==> src/rtl/aes_key_expand_stream_if.sv <==
// Round-key word stream between the key-expansion engine (master) and the
// round-key store (slave): one 32-bit word per valid/ready handshake.
interface aes_key_expand_stream_if #(
   parameter int IDX_W = 6
) ();
   logic             w_valid;
   logic             w_ready;
   logic [31:0]      w_data;
   logic [IDX_W-1:0] w_index;
   logic             w_last;

   modport master (
      output w_valid,
      output w_data,
      output w_index,
      output w_last,
      input  w_ready
   );

   modport slave (
      input  w_valid,
      input  w_data,
      input  w_index,
      input  w_last,
      output w_ready
   );
endinterface

==> src/rtl/aes_key_expand_stream.sv <==
// Sequential AES-128/192/256 key schedule streaming w[0..4*(Nr+1)-1] over a
// valid/ready port. Define KEYEXP_ZEROIZE_EN to wipe key material after each run.
module aes_key_expand_stream #(
   parameter int SBOX_LAT = 1,
   parameter int IDX_W    = 6
) (
   input  logic                    clk,
   input  logic                    rst,
   input  logic                    start,
   input  logic [1:0]              key_len,
   input  logic [255:0]            key_in,
   output logic                    busy,
   output logic                    done,
   aes_key_expand_stream_if.master w_if
);

   typedef enum logic [2:0] {IDLE, KEYOUT, CALC, SUBWAIT, EMIT, FIN} state_e;

   localparam logic [1:0] WAIT_LAST = (SBOX_LAT > 1) ? 2'(SBOX_LAT - 1) : 2'd0;

   // Byte x of the forward S-box sits at bits [8*(255-x) +: 8].
   localparam logic [2047:0] SBOX_TABLE = {
      128'h637c777bf26b6fc53001672bfed7ab76,
      128'hca82c97dfa5947f0add4a2af9ca472c0,
      128'hb7fd9326363ff7cc34a5e5f171d83115,
      128'h04c723c31896059a071280e2eb27b275,
      128'h09832c1a1b6e5aa0523bd6b329e32f84,
      128'h53d100ed20fcb15b6acbbe394a4c58cf,
      128'hd0efaafb434d338545f9027f503c9fa8,
      128'h51a3408f929d38f5bcb6da2110fff3d2,
      128'hcd0c13ec5f974417c4a77e3d645d1973,
      128'h60814fdc222a908846eeb814de5e0bdb,
      128'he0323a0a4906245cc2d3ac629195e479,
      128'he7c8376d8dd54ea96c56f4ea657aae08,
      128'hba78252e1ca6b4c6e8dd741f4bbd8b8a,
      128'h703eb5664803f60e613557b986c11d9e,
      128'he1f8981169d98e949b1e87e9ce5528df,
      128'h8ca1890dbfe6426841992d0fb054bb16
   };

   function automatic logic [7:0] sbox(input logic [7:0] x);
      return SBOX_TABLE[{~x, 3'b000} +: 8];
   endfunction

   function automatic logic [31:0] sub_word(input logic [31:0] w);
      return {sbox(w[31:24]), sbox(w[23:16]), sbox(w[15:8]), sbox(w[7:0])};
   endfunction

   function automatic logic [7:0] xtime(input logic [7:0] r);
      return {r[6:0], 1'b0} ^ (r[7] ? 8'h1b : 8'h00);
   endfunction

   function automatic logic [31:0] key_word(input logic [255:0] key, input logic [2:0] idx);
      return key[{~idx, 5'b00000} +: 32];
   endfunction

   state_e           state_q, state_d;
   logic [255:0]     key_q, key_d;
   logic [2:0]       nk_m1_q, nk_m1_d;
   logic [IDX_W-1:0] last_q, last_d;
   logic [IDX_W-1:0] i_q, i_d;
   logic [2:0]       pos_q, pos_d;
   logic [7:0]       rcon_q, rcon_d;
   logic [1:0]       wait_q, wait_d;
   logic [31:0]      w_data_q, w_data_d;
   logic [31:0]      win_q [8];
   logic [31:0]      win_d [8];

   logic        valid;
   logic        handshake;
   logic [31:0] newest;
   logic [31:0] oldest;
   logic        rcon_step;
   logic        need_sub;
   logic [31:0] sbox_in;
   logic [31:0] sub_comb;
   logic [31:0] sub_out;
   logic [31:0] sub_temp;
   logic [2:0]  pos_next;

   // win_q[0] is the newest word; the word Nk positions back is win_q[Nk-1].
   assign newest    = win_q[0];
   assign oldest    = win_q[nk_m1_q];
   assign rcon_step = (pos_q == 3'd0);
   assign need_sub  = rcon_step || (nk_m1_q == 3'd7 && pos_q == 3'd4);
   assign sbox_in   = rcon_step ? {newest[23:0], newest[31:24]} : newest;
   assign sub_comb  = sub_word(sbox_in);
   assign sub_temp  = sub_out ^ (rcon_step ? {rcon_q, 24'h000000} : 32'h0);
   assign pos_next  = (pos_q == nk_m1_q) ? 3'd0 : pos_q + 3'd1;

   assign valid     = (state_q == KEYOUT) || (state_q == EMIT);
   assign handshake = valid && w_if.w_ready;

   assign w_if.w_valid = valid;
   assign w_if.w_index = i_q;
   assign w_if.w_last  = valid && (i_q == last_q);
   assign busy         = state_q inside {KEYOUT, CALC, SUBWAIT, EMIT};
   assign done         = (state_q == FIN);

`ifdef KEYEXP_ZEROIZE_EN
   assign w_if.w_data = valid ? w_data_q : 32'h0;
`else
   assign w_if.w_data = w_data_q;
`endif

   // SubWord result: combinational, or delayed by SBOX_LAT registers that only
   // advance while a SubWord word is being computed.
   generate
      if (SBOX_LAT == 0) begin : g_sbox_comb
         assign sub_out = sub_comb;
      end else begin : g_sbox_pipe
         logic [31:0] pipe_q [SBOX_LAT];
         logic [31:0] pipe_d [SBOX_LAT];

         always_comb begin
            pipe_d = pipe_q;
            if (state_q == CALC || state_q == SUBWAIT) begin
               pipe_d[0] = sub_comb;
               for (int k = 1; k < SBOX_LAT; k++) pipe_d[k] = pipe_q[k-1];
            end
`ifdef KEYEXP_ZEROIZE_EN
            if (state_q == FIN) begin
               for (int k = 0; k < SBOX_LAT; k++) pipe_d[k] = 32'h0;
            end
`endif
         end

         always_ff @(posedge clk or negedge rst) begin
            if (!rst) begin
               for (int k = 0; k < SBOX_LAT; k++) pipe_q[k] <= 32'h0;
            end else begin
               pipe_q <= pipe_d;
            end
         end

         assign sub_out = pipe_q[SBOX_LAT-1];
      end
   endgenerate

   // NOTE: every _d gets its _q as default first, so no path through this block
   // leaves a variable unassigned and no latch is inferred.
   always_comb begin
      state_d  = state_q;
      key_d    = key_q;
      nk_m1_d  = nk_m1_q;
      last_d   = last_q;
      i_d      = i_q;
      pos_d    = pos_q;
      rcon_d   = rcon_q;
      wait_d   = wait_q;
      w_data_d = w_data_q;
      win_d    = win_q;

      if (handshake) begin
         win_d[0] = w_data_q;
         for (int k = 1; k < 8; k++) win_d[k] = win_q[k-1];
         i_d   = i_q + IDX_W'(1);
         pos_d = pos_next;
      end

      case (state_q)
         IDLE: begin
            if (start) begin
               key_d = key_in;
               case (key_len)
                  2'b01: begin
                     nk_m1_d = 3'd5;
                     last_d  = IDX_W'(51);
                  end
                  2'b10: begin
                     nk_m1_d = 3'd7;
                     last_d  = IDX_W'(59);
                  end
                  default: begin
                     nk_m1_d = 3'd3;
                     last_d  = IDX_W'(43);
                  end
               endcase
               i_d      = '0;
               pos_d    = 3'd0;
               rcon_d   = 8'h01;
               w_data_d = key_in[255:224];
               state_d  = KEYOUT;
            end
         end

         KEYOUT: begin
            if (handshake) begin
               if (pos_q == nk_m1_q) begin
                  state_d = CALC;
               end else begin
                  w_data_d = key_word(key_q, pos_q + 3'd1);
               end
            end
         end

         CALC: begin
            if (!need_sub) begin
               w_data_d = oldest ^ newest;
               state_d  = EMIT;
            end else if (SBOX_LAT == 0) begin
               w_data_d = oldest ^ sub_temp;
               state_d  = EMIT;
            end else begin
               wait_d  = 2'd0;
               state_d = SUBWAIT;
            end
         end

         SUBWAIT: begin
            if (wait_q == WAIT_LAST) begin
               w_data_d = oldest ^ sub_temp;
               state_d  = EMIT;
            end else begin
               wait_d = wait_q + 2'd1;
            end
         end

         EMIT: begin
            if (handshake) begin
               if (rcon_step) rcon_d = xtime(rcon_q);
               state_d = (i_q == last_q) ? FIN : CALC;
            end
         end

         FIN: begin
            state_d = IDLE;
`ifdef KEYEXP_ZEROIZE_EN
            key_d    = '0;
            w_data_d = 32'h0;
            for (int k = 0; k < 8; k++) win_d[k] = 32'h0;
`endif
         end

         default: state_d = IDLE;
      endcase
   end

   // NOTE: state is updated with non-blocking assignments so every flop samples
   // the pre-edge value of every other flop. The window is reset like any other
   // register because an aborted run must not leave key material behind.
   always_ff @(posedge clk or negedge rst) begin
      if (!rst) begin
         state_q  <= IDLE;
         key_q    <= '0;
         nk_m1_q  <= 3'd0;
         last_q   <= '0;
         i_q      <= '0;
         pos_q    <= 3'd0;
         rcon_q   <= 8'h00;
         wait_q   <= 2'd0;
         w_data_q <= 32'h0;
         for (int k = 0; k < 8; k++) win_q[k] <= 32'h0;
      end else begin
         state_q  <= state_d;
         key_q    <= key_d;
         nk_m1_q  <= nk_m1_d;
         last_q   <= last_d;
         i_q      <= i_d;
         pos_q    <= pos_d;
         rcon_q   <= rcon_d;
         wait_q   <= wait_d;
         w_data_q <= w_data_d;
         win_q    <= win_d;
      end
   end

endmodule

==> src/flat_wrapper.sv <==
// flat-port wrapper written by rule: the top's interface ports become plain ports
module aes_key_expand_stream_flat 
#(
   parameter int SBOX_LAT = 1,
   parameter int IDX_W    = 6
)
  (clk, rst, start, key_len, key_in, busy, done, w_if_w_valid, w_if_w_data, w_if_w_index, w_if_w_last, w_if_w_ready);
  aes_key_expand_stream_if #(.IDX_W(IDX_W)) w_if_i ();
  input  logic clk;
  input  logic rst;
  input  logic start;
  input  logic [1:0] key_len;
  input  logic [255:0] key_in;
  output logic busy;
  output logic done;
  output wire logic [$bits(w_if_i.w_valid)-1:0] w_if_w_valid;
  output wire logic [$bits(w_if_i.w_data)-1:0] w_if_w_data;
  output wire logic [$bits(w_if_i.w_index)-1:0] w_if_w_index;
  output wire logic [$bits(w_if_i.w_last)-1:0] w_if_w_last;
  input wire logic [$bits(w_if_i.w_ready)-1:0] w_if_w_ready;
  assign w_if_w_valid = w_if_i.w_valid;
  assign w_if_w_data = w_if_i.w_data;
  assign w_if_w_index = w_if_i.w_index;
  assign w_if_w_last = w_if_i.w_last;
  assign w_if_i.w_ready = w_if_w_ready;
  aes_key_expand_stream #(.SBOX_LAT(SBOX_LAT), .IDX_W(IDX_W)) u_core (.clk(clk), .rst(rst), .start(start), .key_len(key_len), .key_in(key_in), .busy(busy), .done(done), .w_if(w_if_i));
endmodule
==> config.mk <==
export PLATFORM = sky130hd
export DESIGN_NAME = aes_key_expand_stream_flat
export DESIGN_NICKNAME = d
export VERILOG_FILES = /design/src/rtl/aes_key_expand_stream_if.sv /design/src/rtl/aes_key_expand_stream.sv /design/src/flat_wrapper.sv
export SDC_FILE = /design/constraint.sdc
export NUM_CORES = 2
export LEC_CHECK = 0
export ABC_CLOCK_PERIOD_IN_PS = 4320
export BUFFER_PORTS_ARGS = -buffer_cell sky130_fd_sc_hd__buf_2
export CORE_ASPECT_RATIO = 0.5
export CORE_MARGIN = 2
export CORE_UTILIZATION = 30
export DETAILED_ROUTE_END_ITERATION = 8
export SLEW_MARGIN = 20
export SYNTH_ARGS = -nofsm -noshare
export SYNTH_HDL_FRONTEND = slang
export SYNTH_SLANG_ARGS = --single-unit
==> constraint.sdc <==
create_clock -name clk -period 4.32 [get_ports clk]
set_clock_uncertainty 0.2 [all_clocks]
set_input_delay 0.216 -clock clk [delete_from_list [all_inputs] [get_ports clk]]
set_output_delay 0.216 -clock clk [all_outputs]
set_load 0.01 [all_outputs]
==> run metrics <==
r2r setup slk 0.22 ns; grt ovf 0; Slew headroom 21.8%; vias per inst 5.92; vias in the first global route 43,800; cells after synthesis 5,279; critical path arrival 4.48 ns; initial antenna violation count 18; Top FF cell, synth dfrtp_1; Initial Utilization 30.3%; height of the die 270 um; min Tclk post-route 4.10 ns; drt pass-1 iters 9; Die ar. 0.145 sq mm; worst r2r src u_core.pos_q[1]$_DFF_PN0_; WS Path Type flip-flop to flip-flop; Distinct cells, synth 109; layout cells sized above 1 17.5%; clock root cell clkbuf_16; CP max stage delay 0.59 ns; largest net degree at the start of global routing 172; simple-gate share of the synthesized area 23.9%; Syn-to-layout area delta 21.7%; multi-input logic area 0.0250 sq mm; status finished, violations left; unrepaired setup endpoints after global routing false; Port Buffers 303; multiplexer area fraction after synthesis 12.3%; Setup crit start u_core.pos_q[1]$_DFF_PN0_; num rows 97; drt wl/cell 26.0 um; Max FO, Critical Path 41; CTS resizes 0; Critical Path Sink Type flip-flop; clk sinks 601; max_cap viols 0; DP Wirelength 139 mm; TritonCTS clock tree done; post-synthesis cell area 0.0424 sq mm; setup violators final 0; violated checks DRC; GPL Wtd Cong 1.06; io pins 304; first-pass GRT wire length 296 mm; Worst Setup Start Kind flip-flop; Hold Buf Count CTS 267; vias 45,500; post-synthesis sequential area ratio 35.5%; clock latency at the later pin of the worst-skew pair 0.68 ns; Max Clk Rate 244 MHz; postcts setup bufs 0; HP Class input port to async pin; Cell Chain, Critical Path inv_1, ha_4, nand2b_4, buf_4, mux2i_4, inv_2, nor2_1, a21oi_1, o21ai_0, o311ai_0, a21o_1, nand4_1; Register Area 0.0151 sq mm; CP delay by family, top compound AO/OA/AOI/OAI gates; share of the clock period used by the worst path 94.9%; Iteration-0 DRC Markers 7,438; xor/xnor share of the synthesized area 1.45%; synth warn 0; fin util 36.8%; ys async rst share 100%; post-route cell area 0.0516 sq mm; CP Data Required Time 4.70 ns; final hold violations 0; syn nets 5,596; All-Layer GR Usage 26.8%; Die W 536 um; Compound-Gate Fraction of Synth Area 19.4%; most common cell after layout, fill and taps aside nand2_1; Yosys reg bits 601; highest-count cells in the layout ignoring fill and taps nand2_1 (1,889), dfrtp_1 (597), o21ai_0 (321); pin slew with the least headroom to its limit 1.16 ns; max-slew violations 0; TritonCTS Buffers 61; Longest Clk Path Bufs 3; Synth Area in Adders 1.62%; H-Tree Depth 2; Clock Pin Slew Worst Setup and Hold Paths 0.07 ns; Buf/Inv on CP 3; Fill cells 14,300; number of synthesized flops with an enable pin 0; CP max stage cell buf_4; TNS Setup 0 ns; largest family of logic cells by synthesized area simple AND/OR/NAND/NOR gates; Final #Nets 6,064; Mean Syn Cell Area 8.03 sq um; Placement Cell Area 0.0468 sq mm; Final ANT Viol Nets 0; Routed Wire Length 200 mm; Core Region 0.140 sq mm; DRC 10
==> cells in the mapped netlist, types with 72 or more instances <==
| cell | n | area [sq um] |
|---|---|---|
| nand2_1 | 1891 | 7100 |
| dfrtp_1 | 601 | 15000 |
| o21ai_0 | 321 | 1610 |
| clkbuf_1 | 280 | 1050 |
| a21oi_1 | 250 | 1250 |
| nor2_1 | 241 | 905 |
| buf_2 | 130 | 651 |
| mux4_2 | 128 | 2880 |
| mux2i_1 | 112 | 1120 |
| nor3_1 | 77 | 385 |
| a211oi_1 | 74 | 556 |
| o211ai_1 | 72 | 541 |
==> registers in the layout, indices dropped and copies added (netlist names), 3 cells and up <==
signal,count
u_core.w_if.w_data,32
u_core.newest,32
u_core.g_sbox_pipe.pipe_q,32
u_core.win_q,224
u_core.key_q,256
u_core.rcon_q,8
u_core.pos_q,3
u_core.state_q,3
u_core.w_if.w_index,6
==> per-stage QoR <==
stage	hold WS (ns)	std cells	setup slack (ns)
finish	0.0500	7691	0.220
global route	0.0578	7690	0.137
CTS	0.0212	7680	0.371
detailed placement	0.160	7298	0.349
global placement	0.164	7298	0.277
floorplan	-0.280	5279	0.0564
==> final timing paths <==
path | end | depth (start not counted)
min | u_core.key_q[39]$_DFFE_PN0P_ | 2
min in group clk | u_core.key_q[58]$_DFFE_PN0P_ | 4
max | u_core.g_sbox_pipe.pipe_q[31]$_DFFE_PN0P_ | 12
min reg2reg | u_core.win_q[13]$_DFFE_PN0N_ | 2
max in group asynchronous | u_core.nk_m1_q[0]$_DFFE_PN0P_ | 3
max reg2reg | u_core.g_sbox_pipe.pipe_q[31]$_DFFE_PN0P_ | 12
==> final cells by class <==
class	count	share of cell area, %
diodes	11	0.0533
clock buffers	86	3.39
clock inverters	29	0.759
inverters	42	0.306
multi-input cells	4159	48.5
flip-flops and latches	601	29.2
well taps	1881	4.56
repair buffers	882	13.3
==> kinds of logic (layout without fill, tap and decap cells) <==
kind of cell,count (synthesis),count (layout)
other,0,11
buffers and inverters,519,1039
flip-flops,601,601
multiplexers,330,330
AO/OA/AOI/OAI,1222,1222
AND/OR/NAND/NOR,2482,2482
adder cells (fa/ha/maj),55,55
XOR/XNOR,70,70
==> metal layers <==
| metal | track usage, % | up-vias | wire (um) |
|---|---|---|---|
| li1 | - | 19600 | - |
| met1 | 37.0 | 21800 | 81700 |
| met2 | 39.2 | 3290 | 83800 |
| met3 | 5.78 | 814 | 21800 |
| met4 | 13.8 | 4 | 12500 |
| met5 | 0 | - | 22 |
Power is not shown: default switching activity piles up to over one toggle a cycle in this logic, so the estimate is an artifact.
